[src/rtl/knights_pkg.sv]
// Shared constants and types for the knight's-tour command sequencer.
// Command layout is {opcode[3:0], heading[7:0], squares[3:0]}.
package knights_pkg;

    localparam logic [3:0] OP_MOVE    = 4'h2;
    localparam logic [3:0] OP_FANFARE = 4'h3;

    localparam logic [7:0] HDG_N = 8'h00;
    localparam logic [7:0] HDG_W = 8'h3F;
    localparam logic [7:0] HDG_S = 8'h7F;
    localparam logic [7:0] HDG_E = 8'hBF;

    localparam logic [7:0] ACK_POS = 8'hA5;
    localparam logic [7:0] DONE    = 8'h5A;

    // Bit position in the one-hot move, named by (dx, dy)
    typedef enum logic [2:0] {
        MV_E1_N2 = 3'd0,
        MV_W1_N2 = 3'd1,
        MV_W2_N1 = 3'd2,
        MV_W2_S1 = 3'd3,
        MV_W1_S2 = 3'd4,
        MV_E1_S2 = 3'd5,
        MV_E2_S1 = 3'd6,
        MV_E2_N1 = 3'd7
    } move_bit_t;

    typedef enum logic [2:0] {IDLE, VERT, WAIT_V, HORZ, WAIT_H} tour_state_t;

    function automatic logic [15:0] mk_cmd(input logic [3:0] op, input logic [7:0] hdg,
                                           input logic [3:0] sq);
        return {op, hdg, sq};
    endfunction

endpackage

[src/rtl/move_decode.sv]
// Combinational decode of a one-hot knight move into its two motion legs:
// vertical leg (plain move) then horizontal leg (move with fanfare).
module move_decode
    import knights_pkg::*;
(
    input  logic [7:0]  move,
    output logic [15:0] vert_cmd,
    output logic [15:0] horz_cmd
);

    move_bit_t mv_bit;

    always_comb begin
        mv_bit = MV_E1_N2;
        for (int i = 0; i < 8; i++)
            if (move[i]) mv_bit = move_bit_t'(3'(i));
    end

    always_comb begin
        vert_cmd = mk_cmd(OP_MOVE, HDG_N, 4'd2);
        horz_cmd = mk_cmd(OP_FANFARE, HDG_E, 4'd1);
        case (mv_bit)
            MV_E1_N2: begin vert_cmd = mk_cmd(OP_MOVE, HDG_N, 4'd2); horz_cmd = mk_cmd(OP_FANFARE, HDG_E, 4'd1); end
            MV_W1_N2: begin vert_cmd = mk_cmd(OP_MOVE, HDG_N, 4'd2); horz_cmd = mk_cmd(OP_FANFARE, HDG_W, 4'd1); end
            MV_W2_N1: begin vert_cmd = mk_cmd(OP_MOVE, HDG_N, 4'd1); horz_cmd = mk_cmd(OP_FANFARE, HDG_W, 4'd2); end
            MV_W2_S1: begin vert_cmd = mk_cmd(OP_MOVE, HDG_S, 4'd1); horz_cmd = mk_cmd(OP_FANFARE, HDG_W, 4'd2); end
            MV_W1_S2: begin vert_cmd = mk_cmd(OP_MOVE, HDG_S, 4'd2); horz_cmd = mk_cmd(OP_FANFARE, HDG_W, 4'd1); end
            MV_E1_S2: begin vert_cmd = mk_cmd(OP_MOVE, HDG_S, 4'd2); horz_cmd = mk_cmd(OP_FANFARE, HDG_E, 4'd1); end
            MV_E2_S1: begin vert_cmd = mk_cmd(OP_MOVE, HDG_S, 4'd1); horz_cmd = mk_cmd(OP_FANFARE, HDG_E, 4'd2); end
            MV_E2_N1: begin vert_cmd = mk_cmd(OP_MOVE, HDG_N, 4'd1); horz_cmd = mk_cmd(OP_FANFARE, HDG_E, 4'd2); end
            default:  ;
        endcase
    end

endmodule

[src/rtl/tour_cmd.sv]
// Muxes UART commands to cmd_proc while idle; during a tour, sequences each
// solved move as a vertical then horizontal command with handshakes.
module tour_cmd
    import knights_pkg::*;
#(
    parameter int NUM_MOVES = 24,
    parameter int IDX_W     = 5
) (
    input  logic             clk,
    input  logic             rst_n,
    input  logic             start_tour,
    input  logic [7:0]       move,
    output logic [IDX_W-1:0] mv_indx,
    input  logic [15:0]      cmd_UART,
    input  logic             cmd_rdy_UART,
    output logic             clr_cmd_rdy_UART,
    input  logic             clr_cmd_rdy,
    input  logic             send_resp,
    output logic [15:0]      cmd,
    output logic             cmd_rdy,
    output logic [7:0]       resp
);

    tour_state_t      state, nxt_state;
    logic [IDX_W-1:0] nxt_indx;
    logic [15:0]      vert_cmd, horz_cmd;
    logic             last_move;

    move_decode u_dec (
        .move     (move),
        .vert_cmd (vert_cmd),
        .horz_cmd (horz_cmd)
    );

    assign last_move = (mv_indx == IDX_W'(NUM_MOVES - 1));

    always_ff @(posedge clk) begin
        if (!rst_n) begin
            state   <= IDLE;
            mv_indx <= '0;
        end else begin
            state   <= nxt_state;
            mv_indx <= nxt_indx;
        end
    end

    always_comb begin
        nxt_state        = state;
        nxt_indx         = mv_indx;
        cmd              = vert_cmd;
        cmd_rdy          = 1'b0;
        clr_cmd_rdy_UART = 1'b0;
        resp             = ACK_POS;
        case (state)
            IDLE: begin
                cmd              = cmd_UART;
                cmd_rdy          = cmd_rdy_UART;
                clr_cmd_rdy_UART = clr_cmd_rdy;
                if (start_tour) begin
                    nxt_state = VERT;
                    nxt_indx  = '0;
                end
            end
            VERT: begin
                cmd_rdy = 1'b1;
                if (clr_cmd_rdy) nxt_state = WAIT_V;
            end
            WAIT_V: begin
                if (send_resp) nxt_state = HORZ;
            end
            HORZ: begin
                cmd     = horz_cmd;
                cmd_rdy = 1'b1;
                if (clr_cmd_rdy) nxt_state = WAIT_H;
            end
            WAIT_H: begin
                cmd = horz_cmd;
                if (last_move) resp = DONE;
                if (send_resp) begin
                    if (last_move) begin
                        nxt_state = IDLE;
                        nxt_indx  = '0;
                    end else begin
                        nxt_state = VERT;
                        nxt_indx  = mv_indx + IDX_W'(1);
                    end
                end
            end
            default: nxt_state = IDLE;
        endcase
    end

endmodule
[config.mk]
export PLATFORM = sky130hd
export DESIGN_NAME = tour_cmd
export DESIGN_NICKNAME = d
export VERILOG_FILES = /design/src/rtl/knights_pkg.sv /design/src/rtl/move_decode.sv /design/src/rtl/tour_cmd.sv
export SDC_FILE = /design/constraint.sdc
export NUM_CORES = 1
export LEC_CHECK = 0
export ABC_AREA = 0
export BUFFER_PORTS_ARGS = -buffer_cell sky130_fd_sc_hd__buf_4
export CORE_MARGIN = 5
export CORE_UTILIZATION = 35
export DETAILED_ROUTE_END_ITERATION = 10
export HOLD_SLACK_MARGIN = 0.08
export PLACE_DENSITY = 0.6
export SLEW_MARGIN = 10
export SYNTH_ARGS = -nofsm -noshare
export SYNTH_HDL_FRONTEND = slang
export SYNTH_HIERARCHICAL = 1
export SYNTH_SLANG_ARGS = --single-unit
[constraint.sdc]
create_clock -name clk -period 2.1 [get_ports clk]
set_input_delay 0.21 -clock clk [delete_from_list [all_inputs] [get_ports clk]]
set_output_delay 0.21 -clock clk [all_outputs]
set_load 0.05 [all_outputs]
==> out/results.ini, run 1 <==
[timing]
finalSetupViolCount=0
setup_tns_ps=0
skew_ps=1.18
slew_violations=0
max_slew_margin_pct=38.5
timing.hold.ws_ps=257
rsz0062_at_grt=yes
fin_crit_sh_pct=94.2
fin_crit_ps=1980
worst_slew_pin_slew_ps=919
hold_viol=0
timing.final.ws_setup_ps=121
max_freq_mhz=505

[outcome]
outcome=finished, final reports clean

[worst_setup_path]
worstPathMaxFanout=23
end_kind=output port
worstPathRequired_ps=1890
arrival_ps=1770
cp_slowest_cell=dfxtp_1
cpLargestDelayFamily=buffers and inverters
cp_common_cell=buf_4
critical_path_class=flip-flop to output port
cpPeakStageDelay_ps=310
ff2ff_path_depth=4
path_depth=6
cp-start-kind=flip-flop
worstPathCellList=buf_4 > or2_4 > buf_4 > o32ai_1 > a31oi_1 > buf_4
path_buf_inv=3

[routing]
wl_per_cell_um=13.3
drt_iter0_markers=96
drc=0
drt_wl_total_mm=3.75
vias_per_cell=5.21
first_pass_iters=4
vias=1468
ant_nets=0

[global_route]
grt_pass1_wl_mm=5.94
antenna_found_initial=0
grt_usage_pct=13.5
grt_max_degree=49
grt_pass1_vias=1254
grt.overflow.total=0

[power]
p_int_mw=0.510
pwr-share-comb_pct=66.2
leakagePower_nw=0.752
powerDensity_mw_per_mm2=575
switching_power_mw=0.510
seqPwrFrac_pct=15.7
clkPwrFrac_pct=18.1
swShare_pct=50.0
power_mw=1.02
ir_worst_vdd_mv=0.268

[hold_path]
min_path_cells=2
holdCritPathClass=input pin to flip-flop

[placed_design]
dpl.cell_count=279
place_congestion=0.734
dpl_cell_area_mm2=0.00172
dpl.hpwl_mm=2.70
io_buffers=59
dp_slack_ps=94.1

[clock_tree]
hold_buffers=0
htreeDepth=1
clk_pin_slew_worst_paths_ps=40
root_buffer=clkbuf_8
cts.sinks=8
cts_buffers=3
cts_tree=built
clock_path_buffers=2
insertion_delay_ps=230

[finish]
instances_no_fill=282
design_area_mm2=0.00177
antenna_cells=0
drive_gt1_share_pct=34.1
nets=265
synthToLayoutAreaGrowth_pct=25.7
final_util_pct=45.0

[synthesis]
yosysSeqAreaShare_pct=11.3
synth.cell_area_mm2=0.00141
synth-seq-cells=8
synth_edf_count=0
yosysWarnings=6
synth_area_leaders=buf_4, mux2_1, dfxtp_1
synth_cells=196
yosysTopAreaCell=buf_4
synth_ff_type=dfxtp_1
netlist_top_cells_count=buf_4, nand2_1, a31oi_1, o32ai_1
yosysMostFrequentCell=buf_4
synth_top_area_share_pct=18.6
avgSynthCellArea_um2=7.20
async_flop_share_pct=0
synth_cell_types=38

[job]
cap_violations=0

[floorplanning]
fp-row-count=23
core_mm2=0.00394
die-height_um=73.5
die_w_um=73.5
start_util_pct=35.8
dieArea_mm2=0.00540
boundaryPins=61

power by group through the flow:
stage / clock (mW) / sequential, mW / combinational [mW]
global route: 0.203 / 0.161 / 0.723
floorplan: 0 / 0.164 / 0.503
detailed placement: 0 / 0.162 / 0.672
global placement: 0 / 0.162 / 0.671
CTS: 0.191 / 0.160 / 0.677
finish: 0.185 / 0.160 / 0.675
flip-flops by register name, indices dropped and copies added (netlist names):
signal and count:
state 3, mv_indx 5
worst paths after layout:
kind         slack, ps                       to               startpoint
max reg2reg        390    state[0]$_SDFFE_PN0P_    state[2]$_SDFFE_PN0P_
min reg2reg        500  mv_indx[1]$_SDFFE_PN0P_  mv_indx[1]$_SDFFE_PN0P_
max                120                   cmd[9]    state[0]$_SDFFE_PN0P_
min                260    state[0]$_SDFFE_PN0P_                    rst_n
logic make-up after synthesis:
group | Yosys count | synth area share [%]
AOI/OAI and AO/OA | 66 | 31.7
buffers and inverters | 54 | 24.6
and+or+nand+nor | 47 | 16.8
muxes | 17 | 13.5
DFF | 8 | 11.3
other | 2 | 0.532
adders and majority gates | 1 | 0.886
xor gates and xnor gates | 1 | 0.621
cell type report:
cell class | instances | area, um2
multi-input cells | 152 | 983
inverters | 3 | 11.3
flip-flops and latches | 8 | 164
fillers | 399 | 2170
well taps | 50 | 62.6
clock buffers | 3 | 41.3
repair buffers | 66 | 512
cells in the final DEF, fill, tap and decap left out, types with 2 or more instances in the layout:
master and n:
o21ai_0 15, nand2_1 20, nor3_1 4, o21ai_1 4
dfxtp_2 3, mux2_1 15, or4_1 2, and4b_1 2
o32ai_1 16, buf_4 64, a31oi_1 17, o31ai_1 2
inv_1 2, nand3_1 2, nand4_1 2, a21oi_1 7
conb_1 20, dfxtp_1 5, nor2_1 6, clkbuf_8 3
worst register-to-register path: cells and delay by family (launching register included):
| family | cells | cell delay, ps |
|---|---|---|
| mux | 1 | 570 |
| compound gates | 2 | 380 |
| flops | 1 | 330 |
| buf+inv | 1 | 320 |
layer usage:
layer | wire, um | global-route usage (%)
met3 | 238 | 2.19
met2 | 1600 | 18.7
met4 | 64 | 4.63
met5 | 0 | 0
met1 | 1850 | 20.5
what timing repair did:
item,4_1_cts,5_1_grt
setup buffers,0,0
gates resized for setup,2,1
setup endpoints to repair,15,2
(Power assumes the default switching activity.)
==> inputs of run 2 (changes only) <==
- BUFFER_PORTS_ARGS: -buffer_cell sky130_fd_sc_hd__buf_4 -> not set
- DONT_BUFFER_PORTS: not set -> 1
- PLACE_DENSITY: 0.6 -> 0.47
- SETUP_SLACK_MARGIN: not set -> 0.5
==> out/results.ini, run 2 (synthesis results as in run 1) <==
[finish]
instances_no_fill=284
largest_reg_flops=5
final_common_cell=buf_12
drive_gt1_share_pct=60.3
design_area_mm2=0.00294
layout_common_cells=buf_12, buf_4, nand2_1, conb_1
reg_top3=mv_indx: 5 flops, state: 3 flops
antenna_cells=0
nets=267
synthToLayoutAreaGrowth_pct=108
max_flop_register=mv_indx

[timing]
slew_violations=0
worst_slew_pin_slew_ps=654
fin_crit_sh_pct=86.3
fin_crit_ps=1810
timing.hold.ws_ps=111
hold_viol=0
skew_ps=0.410
max_slew_margin_pct=56.3
max_freq_mhz=552
timing.final.ws_setup_ps=288
rsz0062_at_grt=yes
finalSetupViolCount=0

[clock_tree]
cts_buffers=3
root_buffer=clkbuf_8
cts_tree=built
htreeDepth=1
cts.sinks=8
clk_pin_slew_worst_paths_ps=40
insertion_delay_ps=230
clock_path_buffers=2

[floorplanning]
boundaryPins=61
die-height_um=73.5
fp-row-count=23
start_util_pct=35.8
dieArea_mm2=0.00540
core_mm2=0.00394
die_w_um=73.5

[hold_path]
holdCritPathClass=input pin to flip-flop
min_path_cells=1

[placed_design]
dpl.hpwl_mm=3.05
dp_slack_ps=-63.3
place_congestion=0.765
dpl_cell_area_mm2=0.00200
io_buffers=0
dpl.cell_count=243

[global_route]
grt.overflow.total=0
grt_usage_pct=21.1
grt_max_degree=18
grt_pass1_vias=1743
antenna_found_initial=0
grt_pass1_wl_mm=9.07

[routing]
vias=1641
wl_per_cell_um=20.3
drc=0
vias_per_cell=5.78
first_pass_iters=4
ant_nets=0
drt_iter0_markers=88
drt_wl_total_mm=5.76

[worst_setup_path]
path_depth=4
cp-start-kind=flip-flop
worstPathRequired_ps=1890
worstPathMaxFanout=5
arrival_ps=1600
cp_slowest_cell=dfxtp_4
cpPeakStageDelay_ps=460
ff2ff_path_depth=8
end_kind=output port
path_buf_inv=1
cpLargestDelayFamily=simple AND/OR/NAND/NOR gates
ff2ff_setup_slack_ps=450
worstPathCellList=ha_4 > and4b_1 > and3_4 > buf_16
critical_path_class=flip-flop to output port

[outcome]
outcome=finished, final reports clean

[job]
cap_violations=0

[power]
leakagePower_nw=1.05
powerDensity_mw_per_mm2=562
ir_worst_vdd_mv=0.531
power_mw=1.65

run 2: cell types whose count changed in the layout (fill, tap and decap cells not counted), moves of 11 or more:
cell / before / now
buf_12: 1 / 30
o32ai_4: 0 / 16
buf_4: 64 / 25
mux2_1: 15 / 4
a31oi_1: 17 / 1
a31oi_4: 0 / 16
o32ai_1: 16 / 0
run 2: metrics by stage:
| stage | utilization (%) | TNS (ps) |
|---|---|---|
| floorplan | - | 0 |
| global placement | 50.7 | 0 |
| detailed placement | 50.7 | -393 |
| CTS | 71.2 | 0 |
| global route | 74.6 | 0 |
| finish | 74.6 | 0 |
run 2: per-layer routing:
metal | track usage [%] | up-vias | routed length, um
met1 | 25.6 | 810 | 2360
met3 | 2.46 | 6 | 259
met4 | 6.24 | 0 | 44
met5 | 0 | - | 0
li1 | - | 776 | -
met2 | 38.6 | 49 | 3090
run 2: final timing paths:
kind | startpoint | to
worst max-delay path | mv_indx[0]$_SDFFE_PN0P_ | resp[1]
worst min-delay path | rst_n | state[0]$_SDFFE_PN0P_
worst max register to register | state[2]$_SDFFE_PN0P_ | mv_indx[2]$_SDFFE_PN0P_
worst min register to register | mv_indx[0]$_SDFFE_PN0P_ | mv_indx[0]$_SDFFE_PN0P_
run 2: layout make-up:
cell class / instances / area, um2
Tap cell: 50 / 62.6
Timing Repair Buffer: 67 / 1020
Sequential cell: 8 / 180
Inverter: 3 / 21.3
Multi-Input combinational cell: 153 / 1620
Clock buffer: 3 / 41.3
Fill cell: 240 / 1000
run 2: power by group:
group	total [mW]	internal, mW	switching [mW]	leakage, nW
logic	1.30	0.614	0.683	0.960
clock network	0.194	0.125	0.0692	0.0216
registers	0.162	0.155	0.00733	0.0698
total	1.65	0.893	0.759	1.05
run 2: repair_timing:
action	CTS	global route
hold endpoints to repair	0	0
hold buffers	0	0
gates cloned	6	0
pin swaps	11	7
resized for setup	81	17
setup endpoints to repair	32	29
buffers inserted	21	11
